## src/rtl/clock_time_counter.sv

```systemverilog
// rtl/clock_time_counter.sv - 24-hour timekeeping core with button-driven hour/minute set mode
// Optional feature macro: CLOCK_ALARM_EN (adds alarm_hour/alarm_min/alarm_arm inputs and alarm_hit output)
module clock_time_counter #(
  parameter int CLK_HZ  = 50000000,
  parameter int PRESC_W = 26
) (
  input  logic       clk,
  input  logic       rst_n,
  input  logic       mode_btn,
  input  logic       inc_btn,
`ifdef CLOCK_ALARM_EN
  input  logic [4:0] alarm_hour,
  input  logic [5:0] alarm_min,
  input  logic [0:0] alarm_arm,
  output logic       alarm_hit,
`endif
  output logic [4:0] hour24,
  output logic [5:0] minute,
  output logic [5:0] second,
  output logic [1:0] mode,
  output logic       tick_1hz,
  output logic       day_rollover
);

  typedef enum logic [1:0] {
    RUN      = 2'd0,
    SET_HOUR = 2'd1,
    SET_MIN  = 2'd2
  } mode_t;

  mode_t              state;
  mode_t              state_nxt;
  logic [PRESC_W-1:0] presc;

  logic       presc_term;
  logic       sec_wrap;
  logic       min_wrap;
  logic       hour_wrap;
  logic [5:0] sec_inc;
  logic [5:0] min_inc;
  logic [4:0] hour_inc;
  logic [5:0] run_sec;
  logic [5:0] run_min;
  logic [4:0] run_hour;
  logic       run_roll;

  assign mode = state;

  // Mode state register
  always_ff @(posedge clk) begin
    if (!rst_n) state <= RUN;
    else        state <= state_nxt;
  end

  // Mode next-state: mode_btn steps RUN -> SET_HOUR -> SET_MIN -> RUN
  always_comb begin
    state_nxt = state;
    if (mode_btn) begin
      case (state)
        RUN:      state_nxt = SET_HOUR;
        SET_HOUR: state_nxt = SET_MIN;
        SET_MIN:  state_nxt = RUN;
        default:  state_nxt = RUN;
      endcase
    end
  end

  // Per-field increments and the cascaded RUN-tick successor time
  always_comb begin
    presc_term = (presc == PRESC_W'(CLK_HZ - 1));
    sec_wrap   = (second == 6'd59);
    min_wrap   = (minute == 6'd59);
    hour_wrap  = (hour24 == 5'd23);
    sec_inc    = sec_wrap  ? 6'd0 : second + 6'd1;
    min_inc    = min_wrap  ? 6'd0 : minute + 6'd1;
    hour_inc   = hour_wrap ? 5'd0 : hour24 + 5'd1;
    run_sec    = sec_inc;
    run_min    = sec_wrap ? min_inc : minute;
    run_hour   = (sec_wrap && min_wrap) ? hour_inc : hour24;
    run_roll   = sec_wrap && min_wrap && hour_wrap;
  end

  // Prescaler, time fields and pulse outputs; a mode_btn edge takes priority over inc_btn
  always_ff @(posedge clk) begin
    if (!rst_n) begin
      presc        <= '0;
      second       <= '0;
      minute       <= '0;
      hour24       <= '0;
      tick_1hz     <= 1'b0;
      day_rollover <= 1'b0;
`ifdef CLOCK_ALARM_EN
      alarm_hit    <= 1'b0;
`endif
    end else begin
      tick_1hz     <= 1'b0;
      day_rollover <= 1'b0;
`ifdef CLOCK_ALARM_EN
      alarm_hit    <= 1'b0;
`endif
      case (state)
        RUN: begin
          // Leaving RUN freezes the prescaler where it stands
          if (!mode_btn) begin
            if (presc_term) begin
              presc        <= '0;
              tick_1hz     <= 1'b1;
              second       <= run_sec;
              minute       <= run_min;
              hour24       <= run_hour;
              day_rollover <= run_roll;
`ifdef CLOCK_ALARM_EN
              alarm_hit    <= alarm_arm[0] && (run_sec == 6'd0) &&
                              (run_min == alarm_min) && (run_hour == alarm_hour);
`endif
            end else begin
              presc <= presc + PRESC_W'(1);
            end
          end
        end
        SET_HOUR: begin
          if (!mode_btn && inc_btn) hour24 <= hour_inc;
        end
        SET_MIN: begin
          // Returning to RUN starts a fresh, full second
          if (mode_btn) begin
            second <= '0;
            presc  <= '0;
          end else if (inc_btn) begin
            minute <= min_inc;
          end
        end
        default: ;
      endcase
    end
  end

endmodule

```

## config.mk

```make
export PLATFORM = sky130hd
export DESIGN_NAME = clock_time_counter
export DESIGN_NICKNAME = d
export VERILOG_FILES = /design/src/rtl/clock_time_counter.sv
export SDC_FILE = /design/constraint.sdc
export NUM_CORES = 1
export LEC_CHECK = 0
export CAP_MARGIN = 15
export CORE_UTILIZATION = 40
export CTS_CLUSTER_DIAMETER = 30
export DETAILED_ROUTE_END_ITERATION = 7
export PLACE_DENSITY = 0.69
export SLEW_MARGIN = 25
export SYNTH_ARGS = -nofsm -noshare
export SYNTH_HDL_FRONTEND = slang
export SYNTH_SLANG_ARGS = --single-unit
```

## constraint.sdc

```tcl
create_clock -name clk -period 5.15 [get_ports clk]
set_input_delay 1.03 -clock clk [delete_from_list [all_inputs] [get_ports clk]]
set_output_delay 1.03 -clock clk [all_outputs]
set_load 0.01 [all_outputs]
```

==> results of run 1 <==
==> path summary, 6_finish.rpt <==
path / startpoint / to / slack [ps] / cells after the start
setup / recovery: mode_btn / presc[22]$_SDFFE_PN0P_ / 2370 / 6
hold / removal: second[1]$_SDFFE_PN0P_ / second[1]$_SDFFE_PN0P_ / 500 / 2
setup reg to reg: presc[8]$_SDFFE_PN0P_ / second[5]$_SDFFE_PN0P_ / 2570 / 5
hold reg to reg: second[1]$_SDFFE_PN0P_ / second[1]$_SDFFE_PN0P_ / 500 / 2
==> area by class of cell <==
class                      count  area [um^2]  share of cell area (%)
timing repair buffer          25          248                    8.68
sequential                    47          941                    33.0
clock buffer                   7         86.3                    3.03
clock inverter                 1         8.76                   0.307
multi-input combinational    230         1450                    50.9
tap                           75         93.8                    3.29
inverter                       6         22.5                   0.789
==> cells in the mapped netlist, drive strengths merged (3+ instances only) <==
cell / instances
nor4: 6
xor2: 14
nand4: 15
mux2i: 8
xnor2: 9
and2: 3
nand2b: 4
and3: 4
or2: 3
clkbuf: 11
nand3: 19
o21ai: 8
nand2: 31
dfxtp: 47
inv: 6
or4: 5
nor2: 34
a21oi: 10
o221ai: 4
nand3b: 4
nor3: 8
o31ai: 3
and4: 4
ha: 4
nor2b: 3
==> registers in the layout, summed over array words and instances, names as in the netlist <==
name,count
day_rollover,1
second,6
mode,2
tick_1hz,1
minute,6
presc,26
hour24,5
==> power by group through the flow <==
| stage | registers (uW) | logic, uW | clock network (uW) |
|---|---|---|---|
| final | 379 | 48.7 | 235 |
| after global placement | 386 | 46.9 | 0 |
| after floorplan | 382 | 36.1 | 0 |
| after global routing | 380 | 54.1 | 255 |
| after detailed placement | 387 | 47.5 | 0 |
| after CTS | 378 | 47.7 | 241 |
==> cell families (layout without fill, tap and decap cells) <==
family / Yosys count / count (layout)
XOR/XNOR: 23 / 23
flip-flops: 47 / 47
AND/OR/NAND/NOR: 155 / 155
buffers and inverters: 18 / 39
adder cells (fa/ha/maj): 4 / 4
multiplexers: 8 / 8
AO/OA/AOI/OAI: 40 / 40
==> worst max-delay path, cell delays in order <==
cell,delay (ps)
clkdlybuf4s50_1,650
xor2_1,230
or4_1,560
nor3_1,260
xnor2_1,140
nor2_1,50
==> through the flow <==
stage	instances	power (uW)	setup WS, ps
after global placement	383	433	1820
after global routing	391	689	2220
after floorplan	295	419	2570
final	391	663	2370
after CTS	391	667	2100
after detailed placement	383	434	1780
==> metal layers <==
metal | track usage, % | share of wire [%] | vias up
li1 | - | - | 1120
met1 | 21.6 | 47 | 1048
met2 | 31.3 | 48 | 44
met3 | 4.32 | 4.2 | 9
met4 | 6.07 | 1.2 | 0
met5 | 0 | 0 | -
==> cells in the final DEF, fill, tap and decap left out, types with 2 or more instances in the layout <==
master,n
or2_2,3
a31oi_1,2
a41oi_1,2
and3_1,4
nand2_1,31
o21ai_0,8
nor2b_1,3
or4b_1,2
o31ai_1,3
clkdlybuf4s50_1,24
nand4_1,15
ha_1,4
o221ai_1,3
and2_1,3
dfxtp_1,47
a21oi_1,10
o22ai_1,2
nor2_1,34
nor4_1,5
o211ai_1,2
clkbuf_8,6
o21a_1,2
nand3_1,19
mux2i_1,8
or4_1,4
and4b_1,2
inv_1,6
xnor2_1,9
nand3b_1,4
nand2b_1,4
and4_1,4
nand4b_1,2
xor2_1,14
nor3_1,8
==> results.cfg, run 1 <==
[timing]
fin_crit_sh_pct = 54.0
finalMaxSlewViolations = 0
finClkSkew_ps = 6.83
tightest_slew_ps = 925
whs_ps = 499
rsz0062_at_grt = no
fmax_mhz = 360
fin_crit_ps = 2780
setup_violations = 0
tns_ps = 0
slew_headroom_pct = 37.7
hold_violations = 0

[drt]
drt_iter0_drc = 81
vias_per_cell = 5.68
drtPass1Iterations = 4
drc = 0
wl_per_cell_um = 13.9
drtAntennaViolNets = 0
wl_mm = 5.43
routed-via-count = 2221

[worst_setup_path]
crit_type = input port to flop
cp.required_ps = 5310
endpoint_kind = flop
path_max_fanout = 9
cp_data_arrival_time_ps = 2940
critPathLaunchType = input port

[pwr]
power_leakage_uw = 0.000938
clockPowerShare_pct = 35.5
p_switching_uw = 165
p_comb_share_pct = 7.3
switching_share_pct = 24.9
p_per_area_nw_per_um2 = 232
ir_drop_mv = 0.121
internal-power_uw = 498
seqPwrFrac_pct = 57.1

[die]
rows = 28
ios = 25
fp.dieH_um = 80.2
fp.coreArea_um2 = 5920
die_w_um = 80.2
die_area_um2 = 6430
initial_core_util_pct = 41.3

[yosys]
syn_nets = 303
ys_ff_latch = 47
synth_warnings = 0
synth_ff_type = dfxtp_1
synth_simple_gate_area_share_pct = 34.1
synth_top_area_share_pct = 38.5
netlist-cell-type-count = 46
synth_mux_area_share_pct = 3.28
synth_xor_area_share_pct = 8.24
synth_top_family_by_area = simple AND/OR/NAND/NOR gates
synth_compound_area_share_pct = 10.8
async_flop_share_pct = 0
synth_seq_area_share_pct = 38.5
yosys.area.top_type = dfxtp_1
syn_inst = 295
synth_area_um2 = 2440
synth_edf_count = 0
avgSynthCellArea_um2 = 8.29
yosys-top-cells-area = dfxtp_1, nor2_1, xor2_1
synthAdderAreaFrac_pct = 2.05

[global_route]
grt_pass1_vias = 2099
grt_pass1_wl_mm = 9.23
antenna_found_initial = 0
grtUsageTotal_pct = 18.0
grt_start_max_net_pins = 25
grt_overflow = 0

[clocking]
htreeDepth = 2
post-cts-setup-buffers = 0
insertion_delay_ps = 300
clkTransAtPathRegs_ps = 90
ctsHoldBuffers = 0
cts_tree = yes
cts.sinks = 47
cts.root.buffer_cell = clkbuf_8
clockBufferDepth = 2
ctsResizeCount = 0
cts_made_buffers = 5

[place]
gp_congestion = 0.820
dp.final_hpwl_mm = 3.93
place_area_um2 = 2740
io_buffers = 24

[cells_and_area]
diodes = 0
fill_cells = 570
area_growth_pct = 16.7
fin_area_um2 = 2850
final_util_pct = 48.2
drive_above_1_share_pct = 4.75
nets = 323

[flow_run]
drv_cap = 0

[worst_hold_path]
hold_path.class = flop to flop

[run_status]
status = finished clean
Note: power is estimated with default switching activity, not from simulation.
==> run 2, diff against run 1 <==
==> constraint.sdc (replaced) <==
create_clock -name clk -period 2.7 [get_ports clk]
set_input_delay 0.54 -clock clk [delete_from_list [all_inputs] [get_ports clk]]
set_output_delay 0.54 -clock clk [all_outputs]
set_load 0.01 [all_outputs]
==> run 2 against run 1 <==
  * Critical path depth down 1
  * Cell area is 1.5% higher
  * Combinational power grew 98%
  * Largest power group unchanged
  * Highest routed layer unchanged
==> results.cfg, run 2 (synthesis results as in run 1) <==
[clocking]
htreeDepth = 2
insertion_delay_ps = 300
clockBufferDepth = 2
ctsHoldBuffers = 0
cts.sinks = 47
clkTransAtPathRegs_ps = 90
ctsResizeCount = 0
post-cts-setup-buffers = 0
cts_tree = yes
cts.root.buffer_cell = clkbuf_8
cts_made_buffers = 5

[timing]
fin_crit_sh_pct = 92.5
setup_violations = 0
hold_violations = 0
finalMaxSlewViolations = 0
slew_headroom_pct = 57.4
tns_ps = 0
tightest_slew_ps = 633
fmax_mhz = 400
rsz0062_at_grt = no
finClkSkew_ps = 4.73
fin_crit_ps = 2500

[global_route]
grtUsageTotal_pct = 18.9
grt_overflow = 0
grt_pass1_wl_mm = 9.52
antenna_found_initial = 0
grt_start_max_net_pins = 25
grt_pass1_vias = 2145

[worst_hold_path]
whs_path_depth = 2
hold_path.class = flop to flop

[drt]
drt_iter0_drc = 86
drc = 0
wl_per_cell_um = 13.7
wl_mm = 5.45
vias_per_cell = 5.59
drtPass1Iterations = 4
drtAntennaViolNets = 0
routed-via-count = 2225

[die]
fp.coreArea_um2 = 5920
ios = 25
initial_core_util_pct = 41.3
rows = 28
die_area_um2 = 6430
fp.dieH_um = 80.2
die_w_um = 80.2

[cells_and_area]
regMostFlops = presc
final_cell_mix = dfxtp_1, nor2_1, nand2_1, clkdlybuf4s50_1, nand3_1
diodes = 0
largest_reg_flops = 26
multi_input_area_um2 = 1440
drive_above_1_share_pct = 6.81
fill_cells = 575
regArea_um2 = 941
nets = 330
top_regs = presc (26), minute (6), second (6)
area_growth_pct = 18.5
layout_commonest_cell = dfxtp_1
instances_no_fill = 398

[pwr]
power_leakage_uw = 0.000972
p_per_area_nw_per_um2 = 448
ir_drop_mv = 0.279

[worst_setup_path]
crit_type = flop to flop
slowest_delay_ps = 560
path_max_fanout = 10
path_cells = or4_1, or4_4, o21a_1, or4b_1, a21oi_1
cp.required_ps = 2940
endpoint_kind = flop
slowest_stage = or4_4
critPathLaunchType = flop
cp_data_arrival_time_ps = 2740
r2r_cells = 5

[place]
io_buffers = 24
dp.final_hpwl_mm = 3.95
place_inst = 390
gp_congestion = 0.856

[flow_run]
drv_cap = 0

[run_status]
status = finished clean
==> run 2: worst paths after layout <==
kind | endpoint | start | slack [ps]
worst min register to register | hour24[4]$_SDFFE_PN0P_ | hour24[4]$_SDFFE_PN0P_ | 500
worst max-delay path | minute[3]$_SDFFE_PN0P_ | presc[18]$_SDFFE_PN0P_ | 200
worst max register to register | minute[3]$_SDFFE_PN0P_ | presc[18]$_SDFFE_PN0P_ | 200
worst min-delay path | hour24[4]$_SDFFE_PN0P_ | hour24[4]$_SDFFE_PN0P_ | 500
==> run 2: worst max-delay path: cells and delay by family, from the launching register on <==
family | cells | cell delay, ps
AO/OA/AOI/OAI | 2 | 470
flip-flops | 1 | 370
AND/OR/NAND/NOR | 3 | 1580
==> run 2: stage by stage <==
step | total power [uW] | util (%) | setup WS [ps] | hold slack, ps | area, um^2
finish | 1300 | 48.9 | 202 | 496 | 2900
global route | 1360 | 48.9 | 114 | 519 | 2900
CTS | 1320 | 48.9 | 218 | 496 | 2900
detailed placement | 834 | 47.2 | 249 | 478 | 2790
global placement | 833 | 47.2 | 300 | 477 | 2790
floorplan | 798 | - | 354 | 452 | 2440
==> run 2: routing by layer <==
layer,up-vias,GRT usage [%],part of all wire [%]
met5,-,0,0
li1,1132,-,-
met4,0,7.68,1.5
met3,8,3.52,3.4
met2,36,32.3,48
met1,1049,23.1,47
==> run 2: report_power, final <==
part | total [uW] | leakage, uW | switching, uW | internal, uW
Sequential | 721 | 0.000379 | 18.5 | 703
Combinational | 96.2 | 0.000543 | 56.4 | 39.8
Clock | 480 | 0.0000505 | 247 | 233
Total | 1300 | 0.000972 | 322 | 976
==> run 2: cell type report <==
type / count / area share (%)
clock buffer: 7 / 3.33
multi-input combinational: 230 / 49.5
tap: 75 / 3.24
timing repair buffer: 32 / 10.4
clock inverter: 1 / 0.259
inverter: 6 / 0.778
sequential: 47 / 32.5
==> run 3, diff against run 2 <==
--- a/config.mk
+++ b/config.mk
@@ -6,6 +6,7 @@
 export NUM_CORES = 1
 export LEC_CHECK = 0
 export CAP_MARGIN = 15
+export CORE_ASPECT_RATIO = 1.1
 export CORE_UTILIZATION = 40
 export CTS_CLUSTER_DIAMETER = 30
 export DETAILED_ROUTE_END_ITERATION = 7
==> constraint.sdc (replaced) <==
create_clock -name clk -period 2.65 [get_ports clk]
set_input_delay 0.53 -clock clk [delete_from_list [all_inputs] [get_ports clk]]
set_output_delay 0.53 -clock clk [all_outputs]
set_load 0.01 [all_outputs]
==> run 3 against run 2 <==
  * Register-to-register slack barely moved
  * Via count decreased by 0.94%
  * Maximum frequency increased by 1.4%
  * Utilization grew 0.32 points
  * Global-route usage fell by 0.89 points
  * Sequential cell count unchanged
  * Power decreased by 2.9%
  * Wire length rose by 2.1%
==> results.cfg, run 3 (synthesis results as in run 1) <==
[clocking]
clockBufferDepth = 2
cts.root.buffer_cell = clkbuf_8
htreeDepth = 2
ctsResizeCount = 0
ctsHoldBuffers = 0
clkTransAtPathRegs_ps = 90
cts_tree = yes
post-cts-setup-buffers = 0
cts_made_buffers = 5
insertion_delay_ps = 300
cts.sinks = 47

[global_route]
antenna_found_initial = 0
grt_overflow = 0
grtUsageTotal_pct = 18.0
grt_start_max_net_pins = 25
grt_pass1_vias = 2035
grt_pass1_wl_mm = 9.47

[pwr]
p_comb_share_pct = 7.8
p_per_area_nw_per_um2 = 438
p_switching_uw = 317
clockPowerShare_pct = 33.8
switching_share_pct = 25.2
seqPwrFrac_pct = 58.3
ir_drop_mv = 0.273
internal-power_uw = 942
power_leakage_uw = 0.000964

[worst_setup_path]
cp_top_family = simple AND/OR/NAND/NOR gates
path_cells = or4_1, or4_4, o21a_1, or4b_1, a21oi_1
cp_num_buf_inv = 0
crit_type = flop to flop
cp.required_ps = 2890
cp_num_cells = 5
cp_data_arrival_time_ps = 2710
slowest_stage = or4_4
critPathLaunchType = flop
slowest_delay_ps = 560
path_max_fanout = 10
r2r_cells = 5
endpoint_kind = flop

[cells_and_area]
multi_input_area_um2 = 1440
regMostFlops = presc
fin_area_um2 = 2880
final_util_pct = 49.2
regArea_um2 = 941
nets = 330
drive_above_1_share_pct = 6.19
largest_reg_flops = 26
fill_cells = 595
final_cell_mix = dfxtp_1, nor2_1, nand2_1, clkdlybuf4s50_1, nand3_1
layout_commonest_cell = dfxtp_1
diodes = 0
area_growth_pct = 17.7
top_regs = presc (26), minute (6), second (6)

[die]
die_area_um2 = 6430
ios = 25
die_w_um = 76.5
fp.dieH_um = 84.0
initial_core_util_pct = 41.9
rows = 29
fp.coreArea_um2 = 5840

[drt]
drt_iter0_drc = 115
wl_per_cell_um = 13.9
wl_mm = 5.57
routed-via-count = 2204
vias_per_cell = 5.51
drtPass1Iterations = 4
drc = 0
drtAntennaViolNets = 0

[timing]
finalMaxSlewViolations = 0
rsz0062_at_grt = no
tns_ps = 0
finClkSkew_ps = 8.40
fin_crit_ps = 2460
fin_crit_sh_pct = 93.0
tightest_slew_ps = 640
hold_violations = 0
whs_ps = 503
fmax_mhz = 406
slew_headroom_pct = 57.0
setup_violations = 0

[run_status]
status = finished clean

[place]
io_buffers = 24
gp_congestion = 0.789
dp.final_hpwl_mm = 3.99
place_area_um2 = 2800

[worst_hold_path]
whs_path_depth = 2
hold_path.class = flop to flop

[flow_run]
drv_cap = 0
## run 3: cell types whose count changed in the layout (fill, tap and decap cells not counted), sizes merged
| cell | previous run | this run |
|---|---|---|
| clkinv | 0 | 1 |
| clkinvlp | 1 | 0 |
## run 3: through the flow
stage | setup slack (ps) | std cells | power, uW
after global placement | 237 | 392 | 848
after floorplan | 304 | 295 | 813
after CTS | 197 | 400 | 1270
final | 187 | 400 | 1260
after global routing | 94.8 | 400 | 1310
after detailed placement | 191 | 392 | 850
## run 3: worst min-delay path, stage by stage (launching register included)
cell	delay, ps
dfxtp_1	340
nand2_1	60
mux2i_1	60
## run 3: final cells by class
type	instances	area share [%]
Sequential cell	47	32.7
Multi-Input combinational cell	230	49.9
Clock inverter	1	0.174
Clock buffer	7	2.65
Timing Repair Buffer	32	10.4
Tap cell	77	3.35
Inverter	6	0.783
## run 3: metal layers
| layer | wire (um) | global-route usage (%) | vias up | part of all wire (%) |
|---|---|---|---|---|
| li1 | - | - | 1120 | - |
| met1 | 2570 | 21.4 | 1035 | 46 |
| met2 | 2690 | 31.0 | 45 | 48 |
| met3 | 263 | 4.59 | 4 | 4.7 |
| met4 | 41 | 6.29 | 0 | 0.74 |
| met5 | 0 | 0 | - | 0 |
## run 3: final timing paths
check	endpoint	startpoint	slack (ps)
hold reg to reg	second[1]$_SDFFE_PN0P_	second[1]$_SDFFE_PN0P_	500
setup / recovery	minute[3]$_SDFFE_PN0P_	presc[18]$_SDFFE_PN0P_	190
setup reg to reg	minute[3]$_SDFFE_PN0P_	presc[18]$_SDFFE_PN0P_	190
hold / removal	second[1]$_SDFFE_PN0P_	second[1]$_SDFFE_PN0P_	500
## run 3: power groups by stage
stage	logic [uW]	clock network, uW	registers, uW
final	98.5	426	734
after global routing	109	466	737
after CTS	99.2	438	734
after detailed placement	98.9	0	751
after global placement	97.6	0	750
after floorplan	70.1	0	743
